### src/rtl/ifu_bpu_jalr_seq.sv
`default_nettype none
// +--------------------------------------------------------------------------+
// | Module   : ifu_bpu_jalr_seq                                              |
// | Purpose  : jalr target-operand sequencer for the IFU lite branch         |
// |            predictor. Classifies a decoded jalr by rs1 (x0 / x1 / xN),   |
// |            stalls fetch while a register dependency is outstanding,      |
// |            arbitrates regfile read port 1 against the EXU and emits      |
// |            rs1/imm as next-PC adder operands with a one-cycle pulse.     |
// | Ports    : clk, rst (async, active-high)                                 |
// |            jalr_req_valid/jalr_rs1idx/jalr_imm : decoded jalr request    |
// |            flush                               : cancel in-flight jalr   |
// |            oitf_empty, ir_valid/ir_rdwen/ir_rdidx : hazard sources       |
// |            exu_rs1_req/exu_rs1_gnt             : EXU port-1 handshake    |
// |            rf_rs1_sel/rf_rs1_idx/rf2bpu_rs1    : BPU port-1 read         |
// |            rf2bpu_x1                           : dedicated x1 value      |
// |            bpu_wait, prdt_valid, prdt_pc_add_op1/op2 : results           |
// | Revision : 1.0  initial release                                          |
// +--------------------------------------------------------------------------+
module ifu_bpu_jalr_seq #(
  parameter int X_LEN       = 32,
  parameter int RFIDX_WIDTH = 5,
  parameter int STARVE_MAX  = 4
) (
  input  logic                   clk,
  input  logic                   rst,
  input  logic                   jalr_req_valid,
  input  logic [RFIDX_WIDTH-1:0] jalr_rs1idx,
  input  logic [X_LEN-1:0]       jalr_imm,
  input  logic                   flush,
  input  logic                   oitf_empty,
  input  logic                   ir_valid,
  input  logic                   ir_rdwen,
  input  logic [RFIDX_WIDTH-1:0] ir_rdidx,
  input  logic                   exu_rs1_req,
  output logic                   exu_rs1_gnt,
  output logic                   rf_rs1_sel,
  output logic [RFIDX_WIDTH-1:0] rf_rs1_idx,
  input  logic [X_LEN-1:0]       rf2bpu_x1,
  input  logic [X_LEN-1:0]       rf2bpu_rs1,
  output logic                   bpu_wait,
  output logic                   prdt_valid,
  output logic [X_LEN-1:0]       prdt_pc_add_op1,
  output logic [X_LEN-1:0]       prdt_pc_add_op2
);

  // STARVE_MAX is limited to 1..7, so three bits always suffice.
  localparam int              c_cnt_w       = 3;
  localparam logic [c_cnt_w-1:0] c_starve_lim = c_cnt_w'(STARVE_MAX);

  typedef enum logic [2:0] {
    S_IDLE    = 3'd0,
    S_WAIT_X1 = 3'd1,
    S_WAIT_XN = 3'd2,
    S_RD_REQ  = 3'd3,
    S_RD_DATA = 3'd4
  } state_t;

  state_t                   r_state;
  state_t                   w_next_state;
  logic [RFIDX_WIDTH-1:0]   r_rs1idx;
  logic [X_LEN-1:0]         r_imm;
  logic [X_LEN-1:0]         r_op1;
  logic [X_LEN-1:0]         r_op2;
  logic [c_cnt_w-1:0]       r_starve_cnt;
  logic [c_cnt_w-1:0]       w_starve_next;

  logic                     w_x1_dep;
  logic                     w_xn_dep;
  logic                     w_cancel;
  logic                     w_rs1_x0;
  logic                     w_rs1_x1;
  logic                     w_grant_ok;
  logic                     w_prdt;
  logic                     w_wait;
  logic                     w_sel;
  logic                     w_latch;
  logic [X_LEN-1:0]         w_op1_new;
  logic [X_LEN-1:0]         w_op2_new;

  always_comb begin
    w_x1_dep   = ~oitf_empty | (ir_valid & ir_rdwen & (ir_rdidx == RFIDX_WIDTH'(1)));
    w_xn_dep   = ~oitf_empty | ir_valid;
    // A request that disappears while being worked on is treated like a flush.
    w_cancel   = flush | ((r_state != S_IDLE) & ~jalr_req_valid);
    w_rs1_x0   = (jalr_rs1idx == '0);
    w_rs1_x1   = (jalr_rs1idx == RFIDX_WIDTH'(1));
    w_grant_ok = ~exu_rs1_req | (r_starve_cnt == c_starve_lim);
  end

  always_comb begin
    w_next_state  = r_state;
    w_starve_next = r_starve_cnt;
    w_prdt        = 1'b0;
    w_wait        = 1'b0;
    w_sel         = 1'b0;
    w_latch       = 1'b0;
    w_op1_new     = '0;
    w_op2_new     = r_imm;

    if (w_cancel) begin
      w_next_state  = S_IDLE;
      w_starve_next = '0;
      w_wait        = (r_state != S_IDLE);
    end else begin
      case (r_state)
        S_IDLE: begin
          w_op2_new = jalr_imm;
          if (jalr_req_valid) begin
            if (w_rs1_x0) begin
              w_prdt = 1'b1;
            end else if (w_rs1_x1 && !w_x1_dep) begin
              w_prdt    = 1'b1;
              w_op1_new = rf2bpu_x1;
            end else begin
              w_wait  = 1'b1;
              w_latch = 1'b1;
              if (w_rs1_x1)      w_next_state = S_WAIT_X1;
              else if (w_xn_dep) w_next_state = S_WAIT_XN;
              else               w_next_state = S_RD_REQ;
            end
          end
        end
        S_WAIT_X1: begin
          if (w_x1_dep) begin
            w_wait = 1'b1;
          end else begin
            w_prdt       = 1'b1;
            w_op1_new    = rf2bpu_x1;
            w_next_state = S_IDLE;
          end
        end
        S_WAIT_XN: begin
          w_wait = 1'b1;
          if (!w_xn_dep) w_next_state = S_RD_REQ;
        end
        S_RD_REQ: begin
          w_wait = 1'b1;
          if (w_grant_ok) begin
            w_sel         = 1'b1;
            w_starve_next = '0;
            w_next_state  = S_RD_DATA;
          end else begin
            // A denial only happens below the limit, so this never overflows
            // past STARVE_MAX: reaching the limit forces the grant instead.
            w_starve_next = r_starve_cnt + c_cnt_w'(1);
          end
        end
        S_RD_DATA: begin
          w_prdt       = 1'b1;
          w_op1_new    = rf2bpu_rs1;
          w_next_state = S_IDLE;
        end
        default: w_next_state = S_IDLE;
      endcase
    end
  end

  always_ff @(posedge clk or posedge rst) begin
    if (rst) begin
      r_state      <= S_IDLE;
      r_starve_cnt <= '0;
      r_rs1idx     <= '0;
      r_imm        <= '0;
      r_op1        <= '0;
      r_op2        <= '0;
    end else begin
      r_state      <= w_next_state;
      r_starve_cnt <= w_starve_next;
      if (w_latch) begin
        r_rs1idx <= jalr_rs1idx;
        r_imm    <= jalr_imm;
      end
      if (w_prdt) begin
        r_op1 <= w_op1_new;
        r_op2 <= w_op2_new;
      end
    end
  end

  // Operands show fresh values on the pulse and hold them afterwards.
  assign prdt_valid      = w_prdt;
  assign prdt_pc_add_op1 = w_prdt ? w_op1_new : r_op1;
  assign prdt_pc_add_op2 = w_prdt ? w_op2_new : r_op2;
  assign bpu_wait        = w_wait;
  assign rf_rs1_sel      = w_sel;
  assign rf_rs1_idx      = w_sel ? r_rs1idx : '0;
  assign exu_rs1_gnt     = exu_rs1_req & ~w_sel;

endmodule
`default_nettype wire

### config.mk
export PLATFORM = sky130hd
export DESIGN_NAME = ifu_bpu_jalr_seq
export DESIGN_NICKNAME = d
export VERILOG_FILES = /design/src/rtl/ifu_bpu_jalr_seq.sv
export SDC_FILE = /design/constraint.sdc
export NUM_CORES = 1
export LEC_CHECK = 0
export CORE_MARGIN = 4
export CORE_UTILIZATION = 45
export CTS_CLUSTER_DIAMETER = 150
export DETAILED_ROUTE_END_ITERATION = 12
export PLACE_DENSITY = 0.8
export SETUP_SLACK_MARGIN = 0.5
export SYNTH_ARGS = -nofsm -noshare
export SYNTH_HDL_FRONTEND = slang
export SYNTH_SLANG_ARGS = --single-unit
export TNS_END_PERCENT = 30
### constraint.sdc
create_clock -name clk -period 4.4 [get_ports clk]
set_input_delay 0.88 -clock clk [delete_from_list [all_inputs] [get_ports clk]]
set_output_delay 0.88 -clock clk [all_outputs]
set_load 0.1 [all_outputs]
==> results of run 1 <==
==> Yosys cell counts (all sizes together) (2+ instances only) <==
cell type | number | area [um^2]
buf | 10 | 75.1
o211a | 2 | 20.0
nor2b | 6 | 37.5
nand3 | 2 | 10.0
ha | 2 | 25.0
nand3b | 2 | 15.0
nand2 | 67 | 251
inv | 6 | 22.5
nor4 | 3 | 25.0
a211oi | 4 | 30.0
nor2 | 5 | 18.8
clkbuf | 21 | 78.8
nor4b | 2 | 17.5
o21ai | 2 | 10.0
mux2 | 135 | 1630
o2111ai | 2 | 17.5
nand2b | 2 | 12.5
and2 | 6 | 37.5
nor3b | 2 | 15.0
dfrtp | 107 | 2680
o31ai | 32 | 240
a22o | 2 | 17.5
==> where the power goes <==
group          total (uW)  switching [uW]  internal, uW
Combinational        3500            2080          1430
Sequential           1510             176          1340
Clock                 884             355           529
Total                5900            2610          3290
==> worst reg2reg max path, cell delays in order (launching register included) <==
cell and delay, ns:
sky130_fd_sc_hd__dfrtp_1 0.58, sky130_fd_sc_hd__nor2_2 0.52, sky130_fd_sc_hd__nand2_1 0.10, sky130_fd_sc_hd__or3_2 0.42, sky130_fd_sc_hd__buf_4 0.35, sky130_fd_sc_hd__mux2_4 0.40
==> path summary, 6_finish.rpt <==
check,startpoint,endpoint,depth (start not counted)
max in group asynchronous,rst,r_imm[14],3
hold reg to reg,r_rs1idx[1],r_rs1idx[1],1
setup reg to reg,r_state[1],r_imm[28],5
min in group asynchronous,rst,r_op2[16],2
setup / recovery,ir_rdidx[4],prdt_pc_add_op1[10],7
hold / removal,r_rs1idx[1],r_rs1idx[1],1
==> logic make-up after synthesis <==
| family | Yosys count | share of synthesized area [%] |
|---|---|---|
| DFF | 107 | 49.4 |
| and+or+nand+nor | 104 | 9.15 |
| AOI/OAI and AO/OA | 53 | 7.53 |
| adders and majority gates | 2 | 0.462 |
| buffers and inverters | 37 | 3.26 |
| muxes | 135 | 30.2 |
==> routing by layer <==
metal  up-vias  global-route usage [%]  wire length (um)
met5         -                       0                 0
met4         0                    7.03               389
met3        29                    9.37              1470
met2       188                    34.7              7170
met1      2070                    25.5              6090
li1       1926                       -                 -
==> registers in the layout (all words and copies together), names as in the netlist <==
name	cells
r_starve_cnt	3
r_rs1idx	5
r_imm	32
r_state	3
r_op2	32
r_op1	32
==> area by class of cell <==
type / instances / area [um^2] / share of cell area (%)
Tap cell: 143 / 179 / 2.06
Inverter: 6 / 25.0 / 0.288
Sequential cell: 107 / 2680 / 30.9
Clock inverter: 4 / 72.6 / 0.836
Clock buffer: 12 / 256 / 2.96
Multi-Input combinational cell: 294 / 2790 / 32.1
Timing Repair Buffer: 202 / 2680 / 30.9
==> timing repair <==
item                       4_1_cts  5_1_grt
pin swaps                        0        3
buffers inserted                 0        2
hold buffers                     0        0
setup endpoints to repair       64       64
gates cloned                     0        0
gates resized for setup         15       31
==> per-stage QoR <==
step | setup slack [ns] | utilization, % | hold slack [ns]
6_report | 0.481 | 74.7 | 0.504
5_1_grt | 0.433 | 74.7 | 0.509
4_1_cts | 0.481 | 73.3 | 0.505
3_5_place_dp | 0.267 | 69.9 | 0.485
3_3_place_gp | 0.326 | 69.9 | 0.480
2_1_floorplan | 0.472 | - | 0.470
==> summary.md, run 1 <==
| Metric | Value |
|---|---|
| Leakage power | `roughly 0.0038 uW` |
| Cell Count Post-Placement | `750` |
| Final hold viol count | `0` |
| Yosys warning count | `0` |
| Number of detailed-route iterations in the first pass | `4` |
| Combined area of all synthesized cells | `5420 um^2` |
| Total of buffers placed on input and output ports | `186` |
| Tightest Pin Transition | `~0.76 ns` |
| Layout Skew | `roughly 0.0074 ns` |
| Number of vias in the routed layout | `4213` |
| Maximum number of pins on one net before global-route repair | `60` |
| Clock sinks | `~110` |
| Crit. End Element | `output port` |
| Avg Vias per Cell | `around 5.5` |
| Area added between synthesis and finish | `60.2%` |
| Cell repeated most along the worst path | `sky130_fd_sc_hd__buf_12` |
| Number of antenna violations at the first check in global routing | `0` |
| Initial Utilization | `a little under half` |
| Detailed-route wire length | `between 15000 and 20000 um` |
| Setup slack, reg-to-reg | `between 1.5 and 2 ns` |
| Number of flops mapped to enable cells by yosys | `0` |
| Endpoint required time on the critical path | `about 3.5 ns` |
| Number of setup violations in the final report | `0` |
| Total GRT Usage | `about a fifth` |
| Max FO, Critical Path | `38` |
| Post-route standard cell area excluding fillers | `roughly 8700 um^2` |
| Status | `finished clean` |
| Max Buffers Root-to-Sink | `2` |
| Syn_area_per_cell | `between 10 and 15 um^2` |
| Critical path launch point type | `primary input` |
| Top Family by Delay on Critical Path | `buffers and inverters` |
| Sum of buffers and inverters on the critical path | `3` |
| Number of CTS-inserted buffers | `9` |
| IR Drop Worst-Case VDD | `between 0.0006 and 0.0007 V` |
| Core area | `~12000 um^2` |
| Asr flop ratio synth | `100%` |
| Predominant post-synthesis flop cell | `sky130_fd_sc_hd__dfrtp_1` |
| Class of the tightest hold or removal check | `reg2reg` |
| Clock input transition at the sequential cells of the worst setup and hold paths | `about 0.070 ns` |
| Max Fclk | `255 MHz` |
| FF+latch count, synth | `roughly 110` |
| Start-to-end type of the worst setup path | `in2out` |
| Number of nets with antenna violations after detailed routing | `0` |
| Fin cells | `768` |
| Fraction of the yosys area taken by sequential cells | `49.4%` |
| Ordered cell list for the critical path | `clkdlybuf4s50_1 -> or4b_4 -> o2111ai_4 -> nand3_4 -> buf_12 -> mux2_4 -> buf_12` |
| Final RePlAce weighted congestion | `around 0.81` |
| Overall overflow remaining after global route | `0` |
| FP Rows | `39` |
| DP Wirelength | `between 10000 and 15000 um` |
| Power density normalized to cell area | `just under 700 nW/um^2` |
| I/O pin count | `between 150 and 200` |
| WP data arrival | `approximately 3 ns` |
| Starting DRT DRC Count | `roughly 180` |
| RSZ-0062 raised after global routing | `true` |
| Unique masters post-synth | `42` |
| Die width | `between 100 and 150 um` |
| Clock root buffer | `sky130_fd_sc_hd__clkbuf_16` |
| Post-layout minimum cycle time | `3.92 ns` |
| Fraction of final layout cells with drive strength greater than 1 | `between 40% and 50%` |
| Later-pin clock latency in the skew report | `between 0.3 and 0.4 ns` |
| Net count after synthesis | `554` |
| Headroom to the max-slew limit | `roughly half` |
| Placement Cell Area | `~8100 um^2` |
| Final-layout fill cell count | `~730` |
| Height of the die | `approximately 120 um` |
| Critical-path top delay cell | `sky130_fd_sc_hd__or4b_4` |
| Total power consumption of the routed design | `between 5000 and 6000 uW` |
| Total number of nets in the final design | `approximately 740` |
| First-pass GRT wire length | `~24000 um` |
| Max_cap viols | `0` |
| Post-route clock period utilization | `approximately nine tenths` |
| N_diodes | `0` |
| Total Negative Setup Slacks | `0 ns` |
| Cell count after synthesis | `between 400 and 500` |
| CTS HTree Levels | `3` |
| Slowest stage delay, CP | `between 0.6 and 0.7 ns` |
| CTS tree | `done` |
| Die area | `13900 um^2` |
| WL per Instance | `around 20 um` |
| Via count of the first global-routing pass | `roughly 4500` |
| Number of remaining DRC errors | `0` |
| Max Transition Viols Final | `0` |
| Most frequent cells in the layout | `sky130_fd_sc_hd__clkdlybuf4s50_1, sky130_fd_sc_hd__dfrtp_1, sky130_fd_sc_hd__mux2_2` |
| Most common cell after layout, fill and taps aside | `sky130_fd_sc_hd__clkdlybuf4s50_1` |
Power figures use the tool's default switching activity.
==> run 2: changes to the inputs <==
--- a/config.mk
+++ b/config.mk
@@ -9,6 +9,7 @@
 export CORE_UTILIZATION = 45
 export CTS_CLUSTER_DIAMETER = 150
 export DETAILED_ROUTE_END_ITERATION = 12
+export HOLD_SLACK_MARGIN = 0.03
 export PLACE_DENSITY = 0.8
 export SETUP_SLACK_MARGIN = 0.5
 export SYNTH_ARGS = -nofsm -noshare
==> results of run 2 <==
Final layout, timing and power as in run 1 (identical DEF).
